## config.mk

```make
export PLATFORM = sky130hd
export DESIGN_NAME = i_encoder_4_2_fun_flat
export DESIGN_NICKNAME = d
export VERILOG_FILES = /design/src/rtl/i_encoder_4_2_fun_if.sv /design/src/rtl/i_encoder_4_2_fun.sv /design/src/flat_wrapper.sv
export SDC_FILE = /design/constraint.sdc
export NUM_CORES = 1
export LEC_CHECK = 0
export CAP_MARGIN = 25
export CORE_AREA = 2 2 39 41
export CTS_BUF_LIST = sky130_fd_sc_hd__clkbuf_2 sky130_fd_sc_hd__clkbuf_4 sky130_fd_sc_hd__clkbuf_8
export DETAILED_ROUTE_END_ITERATION = 10
export DIE_AREA = 0 0 41 43
export PLACE_DENSITY_LB_ADDON = 0.12
export SLEW_MARGIN = 20
export SYNTH_ARGS = -nofsm -noshare
export SYNTH_HDL_FRONTEND = slang
export SYNTH_SLANG_ARGS = --single-unit
```

## constraint.sdc

```tcl
create_clock -name clk -period 2.4 [get_ports clk]
set_input_delay 0.48 -clock clk [delete_from_list [all_inputs] [get_ports clk]]
set_output_delay 0.48 -clock clk [all_outputs]
set_load 0.02 [all_outputs]
```

## src/rtl/i_encoder_4_2_fun_if.sv

```systemverilog
// rtl/i_encoder_4_2_fun_if.sv - request/result bundle for the active-low binary encoder
// Optional macro I_ENCODER_ERR_CNT_EN adds the err_cnt signal to the bundle.
interface i_encoder_4_2_fun_if #(
  parameter int SIZE = 2
);
  localparam int N = 2 ** SIZE;

  logic [N-1:0]    a;
  logic [SIZE-1:0] b;
  logic            valid;
  logic            err;
`ifdef I_ENCODER_ERR_CNT_EN
  logic [7:0]      err_cnt;
`endif

  // Encoder side: consumes the active-low select lines, produces the registered result.
  modport slave (
    input  a,
    output b,
    output valid,
`ifdef I_ENCODER_ERR_CNT_EN
    output err_cnt,
`endif
    output err
  );

  // Requester side: drives the select lines, observes the result.
  modport master (
    output a,
    input  b,
    input  valid,
`ifdef I_ENCODER_ERR_CNT_EN
    input  err_cnt,
`endif
    input  err
  );
endinterface

```

## src/rtl/i_encoder_4_2_fun.sv

```systemverilog
// rtl/i_encoder_4_2_fun.sv - registered active-low one-hot to binary encoder (function based)
// Optional macro I_ENCODER_ERR_CNT_EN enables a saturating 8-bit error counter (err_cnt).
module i_encoder_4_2_fun #(
  parameter int SIZE = 2
) (
  input  logic                   clk,
  input  logic                   rst,
  i_encoder_4_2_fun_if.slave     bus
);
  localparam int N  = 2 ** SIZE;
  // Zero count can reach N, which needs SIZE+1 bits.
  localparam int CW = SIZE + 1;

  // Returns {zero_count, lowest_zero_index}; index is 0 when no bit is low.
  function automatic logic [CW+SIZE-1:0] enc(input logic [N-1:0] av);
    logic [SIZE-1:0] idx;
    logic [CW-1:0]   cnt;
    idx = '0;
    cnt = '0;
    // Scan from the top so the last hit is the lowest index (bit 0 has priority).
    for (int k = N - 1; k >= 0; k--) begin
      if (!av[k]) begin
        idx = SIZE'(k);
        cnt = cnt + CW'(1);
      end
    end
    return {cnt, idx};
  endfunction

  logic [CW-1:0]   zero_cnt;
  logic [SIZE-1:0] low_idx;

  logic [SIZE-1:0] b_d, b_q;
  logic            valid_d, valid_q;
  logic            err_d, err_q;

  // Next-state selection from the encoded input; b holds when nothing is selected.
  always_comb begin
    {zero_cnt, low_idx} = enc(bus.a);
    b_d     = b_q;
    valid_d = 1'b0;
    err_d   = 1'b1;
    if (zero_cnt == CW'(1)) begin
      b_d     = low_idx;
      valid_d = 1'b1;
      err_d   = 1'b0;
    end else if (zero_cnt != '0) begin
      b_d = low_idx;
    end
  end

  // Result registers; reset dominates.
  always_ff @(posedge clk) begin
    if (rst) begin
      b_q     <= '0;
      valid_q <= 1'b0;
      err_q   <= 1'b0;
    end else begin
      b_q     <= b_d;
      valid_q <= valid_d;
      err_q   <= err_d;
    end
  end

  assign bus.b     = b_q;
  assign bus.valid = valid_q;
  assign bus.err   = err_q;

`ifdef I_ENCODER_ERR_CNT_EN
  logic [7:0] err_cnt_d, err_cnt_q;

  // Count edges that load err=1, saturating at all-ones so the count never wraps.
  always_comb begin
    err_cnt_d = err_cnt_q;
    if (err_d && (err_cnt_q != 8'hFF)) begin
      err_cnt_d = err_cnt_q + 8'd1;
    end
  end

  // Error counter register; updates on the same edge as err.
  always_ff @(posedge clk) begin
    if (rst) begin
      err_cnt_q <= 8'd0;
    end else begin
      err_cnt_q <= err_cnt_d;
    end
  end

  assign bus.err_cnt = err_cnt_q;
`endif
endmodule

```

## src/flat_wrapper.sv

```systemverilog
// flat-port wrapper written by rule: the top's interface ports become plain ports
module i_encoder_4_2_fun_flat 
#(
  parameter int SIZE = 2
)
  (clk, rst, bus_a, bus_b, bus_valid, bus_err);
  i_encoder_4_2_fun_if #(.SIZE(SIZE)) bus_i ();
  input  logic clk;
  input  logic rst;
  input wire logic [$bits(bus_i.a)-1:0] bus_a;
  output wire logic [$bits(bus_i.b)-1:0] bus_b;
  output wire logic [$bits(bus_i.valid)-1:0] bus_valid;
  output wire logic [$bits(bus_i.err)-1:0] bus_err;
  assign bus_i.a = bus_a;
  assign bus_b = bus_i.b;
  assign bus_valid = bus_i.valid;
  assign bus_err = bus_i.err;
  i_encoder_4_2_fun #(.SIZE(SIZE)) u_core (.clk(clk), .rst(rst), .bus(bus_i));
endmodule
```

==> qor.csv <==
metric,value,unit
wl_met2,340,µm
drt-initial-drc-count,0,
min_period,2230,ps
synth-seq-area-share,25.0,%
insertedDiodeCount,0,
worstMarginPinSlew,250,ps
routed.top_layer,met3,
gr-total-overflow,0,
die_w,41,µm
skew,0,ps
place_ws,-171,ps
ys_ff_latch,4,
grt_max_degree,7,
p_leak,0.224,nW
fin_crit_sh,92.9,%
gp_congestion,0.730,
worstSetupPathType,in -> reg,
die_h,43,µm
nets,66,
power.density,492,mW/mm²
final_common_cell,clkdlybuf4s50_1,
hold_class,reg -> reg,
hold_violations,0,
vias,289,
ant_nets,0,
row_count,14,
cp-start-kind,input pin,
final_util,37.4,%
ctsHoldBuffers,0,
grt_first_pass_wirelength,1080,µm
drt-pass1-iter-count,1,
clockRootBuffer,clkbuf_4,
syn_nets,45,
synthCells,34,
cp_max_fo,3,
antenna_found_initial,0,
dieArea,0.00176,mm²
cts_tree,done,
max_freq,0.448,GHz
cts.sinks,4,
drcViolationCount,0,
routed-wl-met3,26,µm
met1Wirelength,238,µm
dpl.hpwl,547,µm
worst_slack,169,ps
seqPwrFrac,29.6,%
syn_to_final_growth,61.7,%
netlist_area,320,µm²
coreArea,0.00138,mm²
port-buffer-count,9,
grt_use_total,9.32,%
yosysWarnings,0,
syn_avg_cell_area,9.42,µm²
p_sw,0.0702,mW
grt_pass1_vias,283,
clock_latency,230,ps
slew_violations,0,
setup_tns,0,ps
clockBufferDepth,2,
place_area,483,µm²
routedWlPerCell,8.77,µm
drive_gt1_share,28.3,%
p_int,0.185,mW
ir_worst_vdd,0.111,mV
maxSlewHeadroom,83.3,%
avgViaCountPerCell,4.19,
cts_resized,0,
cts_max_level,1,
p_sw_share,27.5,%
cts_setup_buffers,0,
cts_buffers,3,
clkPwrFrac,31.9,%
grt_setup_unrepaired,no,
clk_pin_slew_worst_paths,30,ps
num_io_pins,10,
synth.distinct_cells,20,
crit_path_end_kind,register,
max-cap-violations,0,
layout_common_cells,"clkdlybuf4s50_1 (9), buf_4 (7), ha_1 (4), dfxtp_1 (4)",
setup_viol,0,
arrival,2390,ps
fin_area,518,µm²
status,finished clean,
totalWireLength,605,µm
start_util,23.1,%
pwr-share-comb,38.5,%
required,2560,ps
power groups by stage:
stage                     combinational (mW)  sequential (mW)  clock [mW]
after floorplan                       0.0431           0.0842           0
after global placement                0.0954           0.0762           0
after detailed placement              0.0968           0.0765           0
after CTS                             0.0971           0.0755      0.0871
after global routing                   0.109           0.0761      0.0914
final                                 0.0981           0.0754      0.0813
final timing paths:
check | slack [ps] | startpoint | cells after the start | end
worst min register to register | 480 | u_core.bus.b[1] | 2 | u_core.bus.b[1]
worst max-delay path | 170 | bus_a[2] | 10 | u_core.bus.b[0]
worst max register to register | 1820 | u_core.bus.b[0] | 2 | u_core.bus.b[0]
worst min-delay path | 480 | u_core.bus.b[1] | 2 | u_core.bus.b[1]
sequential cells by signal, indices dropped and copies added (netlist names):
name / flops
u_core.bus.b: 2
u_core.bus.valid: 1
u_core.bus.err: 1
synth_stat cells:
master	n	area, µm²
a31oi_2	1	12.5
and2b_1	1	7.51
dfxtp_1	4	80.1
ha_1	5	62.6
inv_1	3	11.3
mux2i_1	2	20.0
nand2_1	2	7.51
nand2b_1	1	6.26
nand2b_2	1	8.76
nand3b_1	2	15.0
nor2_1	2	7.51
nor2b_1	1	6.26
nor3_1	1	5.00
nor3_2	1	10.0
nor4_1	1	6.26
o21ai_0	1	5.00
or2_1	1	6.26
xnor2_1	2	17.5
xnor2_2	1	16.3
xor2_1	1	8.76
routing by layer:
| layer | global-route usage [%] | vias to the layer above |
|---|---|---|
| li1 | - | 151 |
| met5 | 0 | - |
| met3 | 1.57 | 0 |
| met1 | 9.27 | 130 |
| met2 | 14.4 | 8 |
| met4 | 10.0 | 0 |
cell type report:
cell class	instances	area [µm²]
fill	146	866
tap	16	20.0
inverter	3	11.3
multi-input combinational	27	241
clock buffer	3	22.5
sequential	4	80.1
timing repair buffer	16	143
cells by family (layout without fill, tap and decap cells):
family          count (synthesis)  in the layout  synth area share, %
simple gates                   14             14                 27.0
fa+ha+maj                       5              5                 19.5
xor+xnor                        4              4                 13.3
flops                           4              4                 25.0
buf+inv                         3             22                 3.52
compound gates                  2              2                 5.47
mux                             2              2                 6.25
critical path: stages:
cell and delay [ps]:
clkdlybuf4s50_1 420, buf_4 150, ha_1 180, or2_1 220
nand2_1 70, ha_1 230, nor2_1 110, a31oi_2 60
nor3_2 250, mux2i_1 210
stage by stage:
| stage | power [mW] | instances | hold slack [ps] |
|---|---|---|---|
| finish | 0.255 | 69 | 477 |
| global route | 0.277 | 69 | 502 |
| CTS | 0.260 | 69 | 483 |
| detailed placement | 0.173 | 66 | 479 |
| global placement | 0.172 | 66 | 461 |
| floorplan | 0.127 | 34 | 549 |
Power figures use the tool's default switching activity.
==> RTL edit (config.mk and constraints unchanged) <==
`SIZE` is set to 2 in 3 places; all go to 1.
--- a/src/rtl/i_encoder_4_2_fun_if.sv
+++ b/src/rtl/i_encoder_4_2_fun_if.sv
@@ -3,3 +3,3 @@
 interface i_encoder_4_2_fun_if #(
-  parameter int SIZE = 2
+  parameter int SIZE = 1
 );
--- a/src/rtl/i_encoder_4_2_fun.sv
+++ b/src/rtl/i_encoder_4_2_fun.sv
@@ -3,3 +3,3 @@
 module i_encoder_4_2_fun #(
-  parameter int SIZE = 2
+  parameter int SIZE = 1
 ) (
--- a/src/flat_wrapper.sv
+++ b/src/flat_wrapper.sv
@@ -3,3 +3,3 @@
 #(
-  parameter int SIZE = 2
+  parameter int SIZE = 1
 )
Ports: changed (resized bus_a and bus_b); port bits go from 10 to 7. No check against the original RTL was run, so the function may have changed too.
==> RTL edit against the unedited design <==
Sequential share of layout area up 12 points. Highest routed layer is now met2. Setup slack better by 0.59 ns. Design area down 57%. Sequential power down 28%. Total power down 31%. Combinational power down 77%. Die area unchanged. Utilization down 21 points. Critical path depth down 9. Largest power group is now clock. Synthesized area down 65%. Critical path type is now flop to output port. Wire length down 60%. Sequential cell count down 1.
==> RTL edit: results (changes against the unedited design) <==
Sorting the synthesized cells by how often they occur yields 3 x sky130_fd_sc_hd__dfxtp_1, 2 x sky130_fd_sc_hd__ha_1, 2 x sky130_fd_sc_hd__nor2_1. The run finished with clean final reports. The detail-routed net length per standard cell is 6.806 microns (-22%). The number of vias per cell came out at 2.583 (-38%).

The number of distinct library cell variants in the gate-level netlist after synthesis came out at 6 (-70%). In this design, the largest share of critical-path delay is due to buffers and inverters. sky130_fd_sc_hd__dfxtp_1 is the most common cell in the netlist. By area the synthesized netlist is led by sky130_fd_sc_hd__dfxtp_1 53%, sky130_fd_sc_hd__ha_1 22%, sky130_fd_sc_hd__mux2i_1 8.9%, sky130_fd_sc_hd__nor2_1 6.7%, sky130_fd_sc_hd__nor2b_1 5.6%.

The pin count of the biggest net entering global routing is 4 (-3). The worst-path maximum fanout came out at 2 (-1). The share of final layout cell area taken by non-clock buffers is 26.97% (-0.57 points). The fill cell instance count of the final layout is 152 (+4.1%). The count of buffers not belonging to the clock network in the layout came to 6 (-10). The multi-input combinational cell area is 48.80 sq um (-80%). The highest cell delay on the worst timing path came out at 0.60 ns (+0.18 ns). The number of non-clock inverters in the layout came out at 1 (-2). The internal power component is 140.0 uW (-24%). The TritonCTS sink count is 3 (-1). The net count after synthesis is 16 (-64%). The number of global-route vias before repair is 110 (-61%). The setup slack after placement is 0.8495 ns (+1.020 ns).

The peak ir drop on the vdd network came to 156.5 uV (+41%). The number of DRC markers in iteration 0 is 1 (+1). The sequential-cell power consumption is 54.5 uW (-28%). The arrival time at the worst endpoint came out at 1.16 ns (-1.23 ns).

The overall fraction of global-route tracks in use came out at 3.912% (-5.4 points). The power dissipated in combinational cells came out at 22.5 uW (-77%). The clock buffer count is 4 (+1). The tightest slew margin relative to the limit came out at 85.85% (+2.6 points). The cell area reported after detailed placement is 192.7 sq um (-60%). The total non-filler cell area in the finished layout came out at 222.7 sq um (-57%).

The ratio of cells with drive above 1 in the final layout is 20.00% (-8.3 points). The count of multi-input gates came out at 6 (-78%). The last weighted congestion value of the routability-driven placer was 0.5719 (-22%). The relative area of clock buffers and inverters in the final design is 13.48% (+9.1 points). The count of port buffers added during placement is 6 (-3).

The sequential cell area share was 26.97% (+12 points). The first-pass GRT wire length was 345 microns (-68%).
RTL edit: changes by cell type after synthesis, sizes merged, moves of 2 or more:
cell	before	now
xnor2	3	0
nand2b	2	0
inv	3	1
nor3	2	0
nand3b	2	0
nand2	2	0
ha	5	2
RTL edit: per-layer routing:
| layer | vias up | global-route usage [%] | routed length [microns] |
|---|---|---|---|
| met2 | 0 | 5.313 | 176 |
| li1 | 50 | - | - |
| met3 | 0 | 1.571 | 0 |
| met5 | - | 0 | 0 |
| met1 | 43 | 1.282 | 69 |
| met4 | 0 | 10.00 | 0 |
RTL edit: cell families (layout without fill, tap and decap cells):
family | after synthesis | in the layout | share of synthesized area [%]
flops | 3 | 3 | 53.34
fa+ha+maj | 2 | 2 | 22.22
buf+inv | 1 | 11 | 3.330
simple gates | 3 | 3 | 12.23
mux | 1 | 1 | 8.889
RTL edit: through the flow:
stage / hold WS, ns / instances / power (mW)
2_1_floorplan: 0.5467 / 10 / 0.06467
3_3_place_gp: 0.5002 / 32 / 0.07843
3_5_place_dp: 0.5103 / 32 / 0.07846
4_1_cts: 0.5197 / 36 / 0.1823
5_1_grt: 0.5358 / 36 / 0.1910
6_report: 0.5085 / 36 / 0.1770
RTL edit: path summary, 6_finish.rpt:
path / startpoint / to / slack [ns] / depth (start not counted)
worst max-delay path: u_core.bus.b$_SDFFE_PP0P_ / bus_b / 0.76 / 1
worst min register to register: u_core.bus.b$_SDFFE_PP0P_ / u_core.bus.b$_SDFFE_PP0P_ / 0.51 / 2
worst max register to register: u_core.bus.b$_SDFFE_PP0P_ / u_core.bus.b$_SDFFE_PP0P_ / 1.80 / 2
worst min-delay path: u_core.bus.b$_SDFFE_PP0P_ / u_core.bus.b$_SDFFE_PP0P_ / 0.51 / 2
